File: config.mk
export PLATFORM = sky130hd
export DESIGN_NAME = fp_normalizer
export DESIGN_NICKNAME = d
export VERILOG_FILES = /design/src/rtl/fp_normalizer.sv
export SDC_FILE = /design/constraint.sdc
export NUM_CORES = 1
export LEC_CHECK = 0
export CAP_MARGIN = 0
export CORE_UTILIZATION = 40
export DETAILED_ROUTE_END_ITERATION = 8
export MAX_ROUTING_LAYER = met4
export PLACE_DENSITY = 0.68
export REMOVE_ABC_BUFFERS = 1
export SYNTH_ARGS = -nofsm -noshare
export SYNTH_HDL_FRONTEND = slang
export SYNTH_SLANG_ARGS = --single-unit
File: constraint.sdc
create_clock -name clk -period 2.9 [get_ports clk]
set_input_delay 0.58 -clock clk [delete_from_list [all_inputs] [get_ports clk]]
set_output_delay 0.58 -clock clk [all_outputs]
set_load 0.1 [all_outputs]
File: src/rtl/fp_normalizer.sv
// Sequential post-add normalizer: shifts the extended mantissa one bit per cycle
// until the hidden bit is set, with carry, zero, underflow and overflow handling.
module fp_normalizer #(
  parameter int EXP_W = 8,
  parameter int MAN_W = 28
) (
  input  logic             clk,
  input  logic             rst_n,
  input  logic             in_valid,
  output logic             in_ready,
  input  logic [EXP_W-1:0] exp,
  input  logic [MAN_W-1:0] mantis,
  output logic             out_valid,
  input  logic             out_ready,
  output logic [EXP_W-1:0] exp_out,
  output logic [MAN_W-1:0] mantis_out,
  output logic [7:0]       shift_number,
  output logic             zero,
  output logic             underflow,
  output logic             overflow
);

  typedef enum logic [1:0] {
    IDLE = 2'd0,
    BUSY = 2'd1,
    DONE = 2'd2
  } state_t;

  localparam logic [EXP_W-1:0] EXP_MAX = {EXP_W{1'b1}};
  localparam logic [EXP_W-1:0] EXP_SAT = EXP_MAX - 1'b1;
  localparam logic [EXP_W-1:0] EXP_ONE = {{(EXP_W-1){1'b0}}, 1'b1};

  state_t           state_q, state_d;
  logic [EXP_W-1:0] exp_q, exp_d;
  logic [MAN_W-1:0] man_q, man_d;
  logic [7:0]       shift_q, shift_d;
  logic             zero_q, zero_d;
  logic             uf_q, uf_d;
  logic             of_q, of_d;

  always_comb begin
    state_d = state_q;
    exp_d   = exp_q;
    man_d   = man_q;
    shift_d = shift_q;
    zero_d  = zero_q;
    uf_d    = uf_q;
    of_d    = of_q;
    case (state_q)
      IDLE: begin
        if (in_valid) begin
          exp_d   = exp;
          man_d   = mantis;
          shift_d = 8'd0;
          zero_d  = 1'b0;
          uf_d    = 1'b0;
          of_d    = 1'b0;
          state_d = BUSY;
        end else begin
          state_d = IDLE;
        end
      end
      BUSY: begin
        if (man_q == '0) begin
          exp_d   = '0;
          zero_d  = 1'b1;
          state_d = DONE;
        end else if (man_q[MAN_W-1]) begin
          // Carry-out: one right shift, folding the dropped bit into sticky
          man_d   = {1'b0, man_q[MAN_W-1:2], man_q[1] | man_q[0]};
          shift_d = 8'hFF;
          if (exp_q >= EXP_SAT) begin
            exp_d = EXP_MAX;
            man_d = '0;
            of_d  = 1'b1;
          end else begin
            exp_d = exp_q + EXP_ONE;
          end
          state_d = DONE;
        end else if (man_q[MAN_W-2]) begin
          state_d = DONE;
        end else if (exp_q == '0) begin
          uf_d    = 1'b1;
          state_d = DONE;
        end else begin
          man_d   = {man_q[MAN_W-2:0], 1'b0};
          exp_d   = exp_q - EXP_ONE;
          shift_d = shift_q + 8'd1;
          state_d = BUSY;
        end
      end
      DONE: begin
        if (out_ready) begin
          state_d = IDLE;
        end else begin
          state_d = DONE;
        end
      end
      default: begin
        state_d = IDLE;
      end
    endcase
  end

  always_ff @(posedge clk) begin
    if (!rst_n) begin
      state_q <= IDLE;
      exp_q   <= '0;
      man_q   <= '0;
      shift_q <= 8'd0;
      zero_q  <= 1'b0;
      uf_q    <= 1'b0;
      of_q    <= 1'b0;
    end else begin
      state_q <= state_d;
      exp_q   <= exp_d;
      man_q   <= man_d;
      shift_q <= shift_d;
      zero_q  <= zero_d;
      uf_q    <= uf_d;
      of_q    <= of_d;
    end
  end

  assign in_ready     = (state_q == IDLE);
  assign out_valid    = (state_q == DONE);
  assign exp_out      = exp_q;
  assign mantis_out   = man_q;
  assign shift_number = shift_q;
  assign zero         = zero_q;
  assign underflow    = uf_q;
  assign overflow     = of_q;

endmodule
# Yosys cells after proc, flatten, opt, wreduce, memory -nomap -nowiden
# Cells that the tools add are included.
[totals]
latchBits = 0
n_memories = 0
mem_bits_ro = 0
ramBits = 0
output_inout_bits = 49
ff_bits = 49
[op_classes]
shift = 0
addsub = 3
order_cmp = 1
n_reduce_logical = 10
bitwise = 1
mul = 0
muxes = 39
div = 0
eq_ne = 14
[op_table]
columns = ["cell", "count"]
rows = [
  ["2-to-1 mux 8 bit", 11],
  ["2-to-1 mux 28 bit", 3],
  ["2-to-1 mux 27 bit", 3],
  ["case mux 28 bit (2 select lines)", 1],
  ["case mux 8 bit (2 select lines)", 2],
  ["zero test 28 bit", 1],
  ["adder 8 x 1 -> 8 bit (second input constant)", 2],
  ["!= test 2 bit (second input constant)", 8],
  ["2-to-1 mux 1 bit", 10],
  ["2-to-1 mux 2 bit", 5],
  ["AND reduction 5 bit", 2],
  ["greater-or-equal comparator 8 bit (second input constant)", 1],
  ["zero test 8 bit", 1],
  ["!= test 4 bit (second input constant)", 2],
  ["subtractor 8 x 1 -> 8 bit (second input constant)", 1],
  ["!= test 3 bit (second input constant)", 2],
  ["case mux 1 bit (2 select lines)", 3],
  ["case mux 2 bit (3 select lines)", 1],
  ["AND reduction 3 bit", 2],
  ["AND reduction 6 bit", 1],
  ["AND reduction 4 bit", 1],
  ["== test 2 x 1 -> 1 bit (second input constant)", 1],
  ["== test 2 bit (second input constant)", 1],
  ["zero test 2 bit", 1],
  ["2 further kinds", 2],
]

# Longest topological paths before layout
# Gate-level depths: netlist (run 1).
[logic_depth]
depth_word = 6
depth_mapped = 9
ltp_nobuf = 7

# Worst setup path after synthesis (run 1)
# Ideal clock, no wire load.
[synth_path]
kind = "register -> register"
start = "reg exp_q[0], in the netlist exp_out[0]"
end = "reg man_q[9], in the netlist mantis_out[9]"
required_time_ns = 2.827
path_stages_with_launch = 10
arrival_ns = 2.923
synth_period_minus_slack_ns = 2.995
setup_slack_ns = -0.095
cell_sequence = "dfxtp_1 > clkbuf_1 > inv_1 > ha_1 > o211a_1 > a21oi_1 > clkbuf_1 > a221o_1 > o211ai_1 > mux2i_1"
[synth_via]
elab_chain_cells = 5
word_cells_on_any_way = 8
cone_classes = "order compare: 1; eq/ne: 1; mux: 4; reduce/logical: 2"
[synth_lines]
columns = ["element", "line_no", "source"]
rows = [
  ["start, declared", "34", "logic [EXP_W-1:0] exp_q, exp_d;"],
  ["start signal, assigned", "116", "exp_q <= exp_d;"],
  ["greater-or-equal comparator 8 bit", "72", "if (exp_q >= EXP_SAT) begin"],
  ["2-to-1 mux 27 bit", "72", ""],
  ["2-to-1 mux 28 bit", "68", "end else if (man_q[MAN_W-1]) begin"],
  ["2-to-1 mux 28 bit", "64", "if (man_q == '0) begin"],
  ["case mux 28 bit (2 select lines)", "49", "case (state_q)"],
  ["end signal, assigned", "117", "man_q <= man_d;"],
  ["end, declared", "35", "logic [MAN_W-1:0] man_q, man_d;"],
]
# Several ways; a longest one is shown, not always the timed one. The select of a mux whose other input is x is not followed.
# A chain may end at the register's enable or synchronous reset.

# Worst setup path after layout (run 1)
[layout_path]
start = "reg man_q[0], in the netlist mantis_out[0]"
end = "reg shift_q[3], in the netlist shift_number[3]"
[layout_via]
elab_chain_cells = 3
[layout_lines]
columns = ["element", "line_no", "source"]
rows = [
  ["zero test 28 bit", "64", ""],
  ["!= test 2 bit (no source line)", "n/a", ""],
  ["AND reduction 5 bit (no source line)", "n/a", ""],
  ["end signal, assigned", "118", "shift_q <= shift_d;"],
  ["end, declared", "36", "logic [7:0] shift_q, shift_d;"],
]
# No other way between the ends.

==> results of run 1 <==
## worst min path at each step
stage                     endpoint  slack, ns  cells after the start
floorplan           mantis_out[26]       0.70                      1
global placement          overflow       0.46                      2
detailed placement        overflow       0.48                      2
CTS                       overflow       0.50                      2
global route              overflow       0.53                      2
finish                    overflow       0.49                      2
## routing by layer
metal / GRT usage [%] / vias to the layer above
li1: - / 1548
met2: 34.48 / 131
met1: 30.50 / 1484
met5: - / -
met4: 3.226 / 0
met3: 3.872 / 5
## flip-flops by register name, indices dropped and copies added (netlist names)
signal	flops
underflow	1
exp_out	8
mantis_out	28
overflow	1
zero	1
state_q	2
shift_number	8
## final cells by class
type	instances	area [µm²]	area share (%)
inverters	7	26.28	0.6483
repair buffers	101	850.8	20.99
flip-flops and latches	49	980.9	24.20
well taps	99	123.9	3.057
clock inverters	1	7.507	0.1852
clock buffers	7	76.32	1.883
multi-input cells	275	1987	49.03
## tightest hold or removal path, stage by stage, from the launching register on
cell and delay [ns]:
dfxtp_1 0.34, a41oi_1 0.05, nor2_1 0.07
## kinds of logic after synthesis
kind of cell / count (synthesis)
AO/OA/AOI/OAI: 123
AND/OR/NAND/NOR: 109
adder cells (fa/ha/maj): 5
multiplexers: 28
XOR/XNOR: 10
flip-flops: 49
buffers and inverters: 42
## report_power, final
group	internal (mW)	switching, mW	leakage, nW
Clock	0.171	0.237	0.0385
Combinational	0.549	1.33	1.24
Sequential	0.780	0.186	0.403
Total	1.50	1.75	1.68
## stage by stage
stage	power, mW	std cells	worst slack (ns)	hold WS (ns)	TNS (ns)
2_1_floorplan	2.365	331	-1.521	0.6975	-44.05
3_3_place_gp	2.835	531	0.5448	0.4612	0
3_5_place_dp	2.851	531	0.4945	0.4764	0
4_1_cts	3.258	539	0.4837	0.4984	0
5_1_grt	3.397	539	0.3254	0.5308	0
6_report	3.249	539	0.4800	0.4911	0
## cell usage after synthesis (5+ instances only)
cell / instances
a21o_1: 5
a211oi_1: 8
a221o_1: 27
and3_1: 5
a311oi_1: 5
a21oi_1: 17
o21ai_0: 9
clkbuf_1: 28
nand3_1: 8
dfxtp_1: 49
nor4_1: 7
mux2i_1: 28
xor2_1: 6
ha_1: 5
nor2_1: 13
inv_1: 5
nand2_1: 50
o211ai_1: 27
==> metrics.cfg, run 1 <==
[critical_path]
r2r-end = shift_number[3]
startpoint_type = register
critPathKind = register to register
critical_path.max_fanout = 9
crit_family = simple AND/OR/NAND/NOR gates
cp.arrival_ns = 2.62
cp_cell_sequence = or4_4, or4_4, o31ai_4, nor2_2, a221o_1
startpoint = mantis_out[0]
path_depth = 5
cp_common_cell = or4_4
reg2reg_depth = 5
endpoint_kind = register
crit_required_ns = 3.10
crit_end = shift_number[3]
r2r_slack_ns = 0.48
reg2reg_from = mantis_out[0]
path_buf_inv = 0
cpPeakStageDelay_ns = 0.54
crit_path_top_delay_cell = or4_4

[synth]
synth.avg_cell_area_um2 = 8.533
synthCells = 366
synth_top_area_share_pct = 31.41
synthSimpleGateAreaFrac_pct = 17.07
yosys.area.top_type = dfxtp_1
yosys.cell_types.count = 49
synth_ff_type = dfxtp_1
synth_compound_area_share_pct = 31.85
synth_area_leaders = dfxtp_1 (31%), mux2i_1 (9.0%), a221o_1 (8.7%)
synth_edf_count = 0
muxShareOfSynthArea_pct = 8.974
synthAdderAreaFrac_pct = 2.003
synth_seq_area_share_pct = 31.41
synthArstFlopShare_pct = 0
synth_warnings = 0
synth_xor_area_share_pct = 2.804
synth_area_um2 = 3123
synth_seq_cells = 49
synth_top_family_by_area = compound AO/OA/AOI/OAI gates

[layout]
drive_gt1_share_pct = 18.64
final_cell_mix = buf_4 (62), nand2_1 (50), dfxtp_1 (49)
diodes = 0
syn2layout_area_growth_pct = 29.77
final_common_cell = buf_4
design_area_um2 = 4053
fin_nets = 484
fillers = 720
utilization_pct = 54.70

[clocking]
numCtsBuffers = 5
postCtsSetupBuffers = 0
clk_latency_ns = 0.31
clk_path_buf_depth = 2
cts_tree = yes
htree_levels = 2
root_buffer = clkbuf_8
cts_hold_buf = 0
cts_resized = 0
path_clk_slew_ns = 0.09
cts_sinks = 49

[power]
leakage_nw = 1.678
peakVddDrop_v = 0.0003853
power.density_nw_per_um2 = 801.7

[run_status]
status = complete, no violations

[timing]
max_freq_mhz = 413.2
fin_crit_sh_pct = 83.45
worst_clock_skew_ns = 0.009336
hold_violations = 0
layout_min_cycle_time_ns = 2.420
slew_headroom_pct = 64.96
worst_pin_slew_ns = 0.5232
setup_violations = 0
slew_viol_final = 0
rsz0062_at_grt = no

[grt]
grt_max_degree = 37
grt_pass1_wl_mm = 14.57
antenna_found_initial = 0
grt_pass1_vias = 2973
track_usage_pct = 22.11
globalRouteOverflowTotal = 0

[floorplanning]
ios = 89
core_area_um2 = 7408
die_area_um2 = 8165
die_x_um = 90.36
start_util_pct = 42.16
rows = 31
die_h_um = 90.36

[min_path]
hold_path_class = register to register
hold_path.startpoint = overflow

[drt]
drt.antenna.violating_nets = 0
dr_wl_met2_mm = 4.190
wl_met1_mm = 4.129
wl_met3_um = 631
vias = 3168
top_layer_used = met4
wl_mm = 8.987
drcViolationCount = 0
wl_per_cell_um = 16.67
vias_per_cell = 5.878
drt_pass1_iterations = 5
drtIter0Drc = 172

[placed_design]
dp_hpwl_mm = 6.160
port_buffers = 88
placement.cell_area_um2 = 3969
gp_congestion = 0.8309

[job]
maxCapViolCount = 0

Note: power is estimated with default switching activity, not from simulation.
==> run 2: changes to the inputs <==
--- a/config.mk
+++ b/config.mk
@@ -9,7 +9,7 @@
 export CORE_UTILIZATION = 40
 export DETAILED_ROUTE_END_ITERATION = 8
 export MAX_ROUTING_LAYER = met4
-export PLACE_DENSITY = 0.68
+export PLACE_DENSITY = 0.71
 export REMOVE_ABC_BUFFERS = 1
 export SYNTH_ARGS = -nofsm -noshare
 export SYNTH_HDL_FRONTEND = slang
==> constraint.sdc (replaced) <==
create_clock -name clk -period 1.96 [get_ports clk]
set_input_delay 0.392 -clock clk [delete_from_list [all_inputs] [get_ports clk]]
set_output_delay 0.392 -clock clk [all_outputs]
set_load 0.1 [all_outputs]
==> metrics.cfg, run 2 (synthesized netlist as in run 1, its figures left out) <==
[run_status]
violations = setup timing
status = finished, violations left  ; was complete, no violations

[grt]
grt_max_degree = 45  ; was 37
track_usage_pct = 27.25  ; was 22.11%
grt_pass1_vias = 3517  ; was 2973
antenna_found_initial = 0  ; unchanged
grt_pass1_wl_mm = 17.48  ; was 14.57 mm
globalRouteOverflowTotal = 0  ; unchanged

[floorplanning]
die_area_um2 = 8165  ; unchanged
die_x_um = 90.36  ; unchanged
ios = 89  ; unchanged
core_area_um2 = 7408  ; unchanged
die_h_um = 90.36  ; unchanged
rows = 31  ; unchanged
start_util_pct = 42.16  ; unchanged

[drt]
drcViolationCount = 0  ; unchanged
wl_per_cell_um = 18.38  ; was 16.67 µm
drt.antenna.violating_nets = 0  ; unchanged
wl_mm = 10.99  ; was 8.987 mm
drtIter0Drc = 222  ; was 172
drt_pass1_iterations = 4  ; was 5
vias_per_cell = 6.020  ; was 5.878
vias = 3600  ; was 3168

[layout]
design_area_um2 = 5281  ; was 4053 µm²
fillers = 539  ; was 720
syn2layout_area_growth_pct = 69.11  ; was 29.77%
final_common_cell = buf_4  ; unchanged
diodes = 0  ; unchanged
largest_reg_flops = 28  ; unchanged
drive_gt1_share_pct = 31.46  ; was 18.64%
final_cell_mix = buf_4 (64), nand2_1 (50), dfxtp_1 (47), buf_12 (47), clkdlybuf4s50_1 (38)  ; was buf_4 (62), nand2_1 (50), dfxtp_1 (49)
fin_nets = 543  ; was 484

[timing]
hold_violations = 0  ; unchanged
setup_violations = 42  ; was 0
tns_ns = -5.191  ; was 0 ns
holdWs_ns = 0.4127  ; was 0.4911 ns
slew_headroom_pct = 62.62  ; was 64.96%
rsz0062_at_grt = yes  ; was no
setup_ws_ns = -0.2607  ; was 0.4800 ns
max_freq_mhz = 450.3  ; was 413.2 MHz
worst_clock_skew_ns = 0.005917  ; was 0.009336 ns
worst_pin_slew_ns = 0.5607  ; was 0.5232 ns
layout_min_cycle_time_ns = 2.221  ; was 2.420 ns
slew_viol_final = 0  ; unchanged
fin_crit_sh_pct = 113.3  ; was 83.45%

[job]
maxCapViolCount = 0  ; unchanged

[critical_path]
startpoint_type = register  ; unchanged
cp.arrival_ns = 2.43  ; was 2.62 ns
r2r-end = shift_number[4]  ; was shift_number[3]
cp_cell_sequence = or4_4, or4_4, o31ai_4, nor3_1, a221o_1  ; was or4_4, or4_4, o31ai_4, nor2_2, a221o_1
crit_required_ns = 2.17  ; was 3.10 ns
cp_common_cell = or4_4  ; unchanged
crit_family = simple AND/OR/NAND/NOR gates  ; unchanged
critPathKind = register to register  ; unchanged
endpoint_kind = register  ; unchanged
startpoint = mantis_out[26]  ; was mantis_out[0]
path_depth = 5  ; unchanged
reg2reg_from = mantis_out[26]  ; was mantis_out[0]
critical_path.max_fanout = 6  ; was 9
reg2reg_depth = 5  ; unchanged
r2r_slack_ns = -0.26  ; was 0.48 ns
cpPeakStageDelay_ns = 0.55  ; was 0.54 ns
path_buf_inv = 0  ; unchanged
crit_path_top_delay_cell = or4_4  ; unchanged

[min_path]
hold_path.startpoint = rst_n  ; was overflow
hold_path_class = primary input to register  ; was register to register
hold_depth = 2  ; unchanged
whs_endpoint = exp_out[7]  ; was overflow

[power]
power_frac_clock_pct = 12.7  ; was 12.6%
p_int_mw = 3.170  ; was 1.501 mW
peakVddDrop_v = 0.0007131  ; was 0.0003853 V
finalPower_mw = 6.095  ; was 3.249 mW
switching_share_pct = 47.99  ; was 53.82%
combPwrFrac_pct = 66.3  ; was 57.7%
leakage_nw = 2.192  ; was 1.678 nW
power.density_nw_per_um2 = 1154  ; was 801.7 nW/µm²
p_switching_mw = 2.925  ; was 1.748 mW
seqPwrFrac_pct = 21.0  ; was 29.7%

[clocking]
clk_path_buf_depth = 2  ; unchanged
htree_levels = 2  ; unchanged
cts_hold_buf = 0  ; unchanged
path_clk_slew_ns = 0.10  ; was 0.09 ns
root_buffer = clkbuf_8  ; unchanged
clk_latency_ns = 0.32  ; was 0.31 ns
cts_sinks = 49  ; unchanged
numCtsBuffers = 5  ; unchanged
cts_tree = yes  ; unchanged

[placed_design]
dp_slack_ns = -0.3420  ; was 0.4945 ns
placement.cell_area_um2 = 4927  ; was 3969 µm²
port_buffers = 88  ; unchanged
gp_congestion = 0.8692  ; was 0.8309
dp_hpwl_mm = 7.293  ; was 6.160 mm

==> run 2: cell types whose count changed in the layout (fill, tap and decap cells not counted), moves of 2 or more <==
cell / change
buf_4: +2
a21oi_1: -4
nor4_1: -2
buf_8: +3
clkbuf_1: -2
buf_12: +47
a21oi_2: +3
buf_16: +2
dfxtp_1: -2
dfxtp_2: +2
buf_6: +5
==> run 2: how the worst max path moves through the flow <==
stage / slack [ns] / end
after floorplan: -2.46 / mantis_out[0]
after detailed placement: -0.34 / shift_number[3]
after global routing: -0.31 / shift_number[3]
after global placement: -0.31 / shift_number[4]
after CTS: -0.21 / exp_out[6]
final: -0.26 / shift_number[4]
==> run 2: repair_timing <==
| action | CTS | global route |
|---|---|---|
| buffers inserted | 5 | 1 |
| gates cloned | 3 | 0 |
| gates resized for setup | 16 | 16 |
| setup endpoints to repair | 47 | 46 |
| pin swaps | 14 | 5 |
==> run 2: layout make-up <==
cell class                 instances  area, µm²  area share (%)
multi-input combinational        275       2069           39.18
inverter                           7      26.28          0.4975
clock inverter                     3      46.29          0.8766
timing repair buffer             160       1963           37.17
tap                               99      123.9           2.345
clock buffer                       5      68.82           1.303
sequential                        49      983.4           18.62
==> run 2: power by group through the flow <==
stage                     clock [mW]  sequential (mW)  combinational [mW]
after floorplan                    0             2.47                1.03
after global placement             0             1.28                3.71
after detailed placement           0             1.29                3.74
after CTS                      0.764             1.27                3.97
after global routing           0.801             1.30                4.22
final                          0.772             1.28                4.04
==> run 2: per-stage QoR <==
stage | std cells | util, %
3_5_place_dp | 582 | 66.51
2_1_floorplan | 331 | -
4_1_cts | 598 | 70.51
5_1_grt | 598 | 71.29
3_3_place_gp | 582 | 66.51
6_report | 598 | 71.29
==> run 2: per-layer routing <==
metal  track usage [%]  part of all wire, %  vias to the layer above
met1             32.51                   41                     1733
li1                  -                    -                     1668
met3             4.293                  6.6                       25
met2             47.14                   50                      174
met5                 -                    0                        -
met4             8.199                  2.0                        0
==> run 2: worst register-to-register path: cells and delay by family, from the launching register on <==
family / cells / cell delay [ns]
AO/OA/AOI/OAI: 2 / 0.64
flip-flops: 1 / 0.33
AND/OR/NAND/NOR: 3 / 1.15
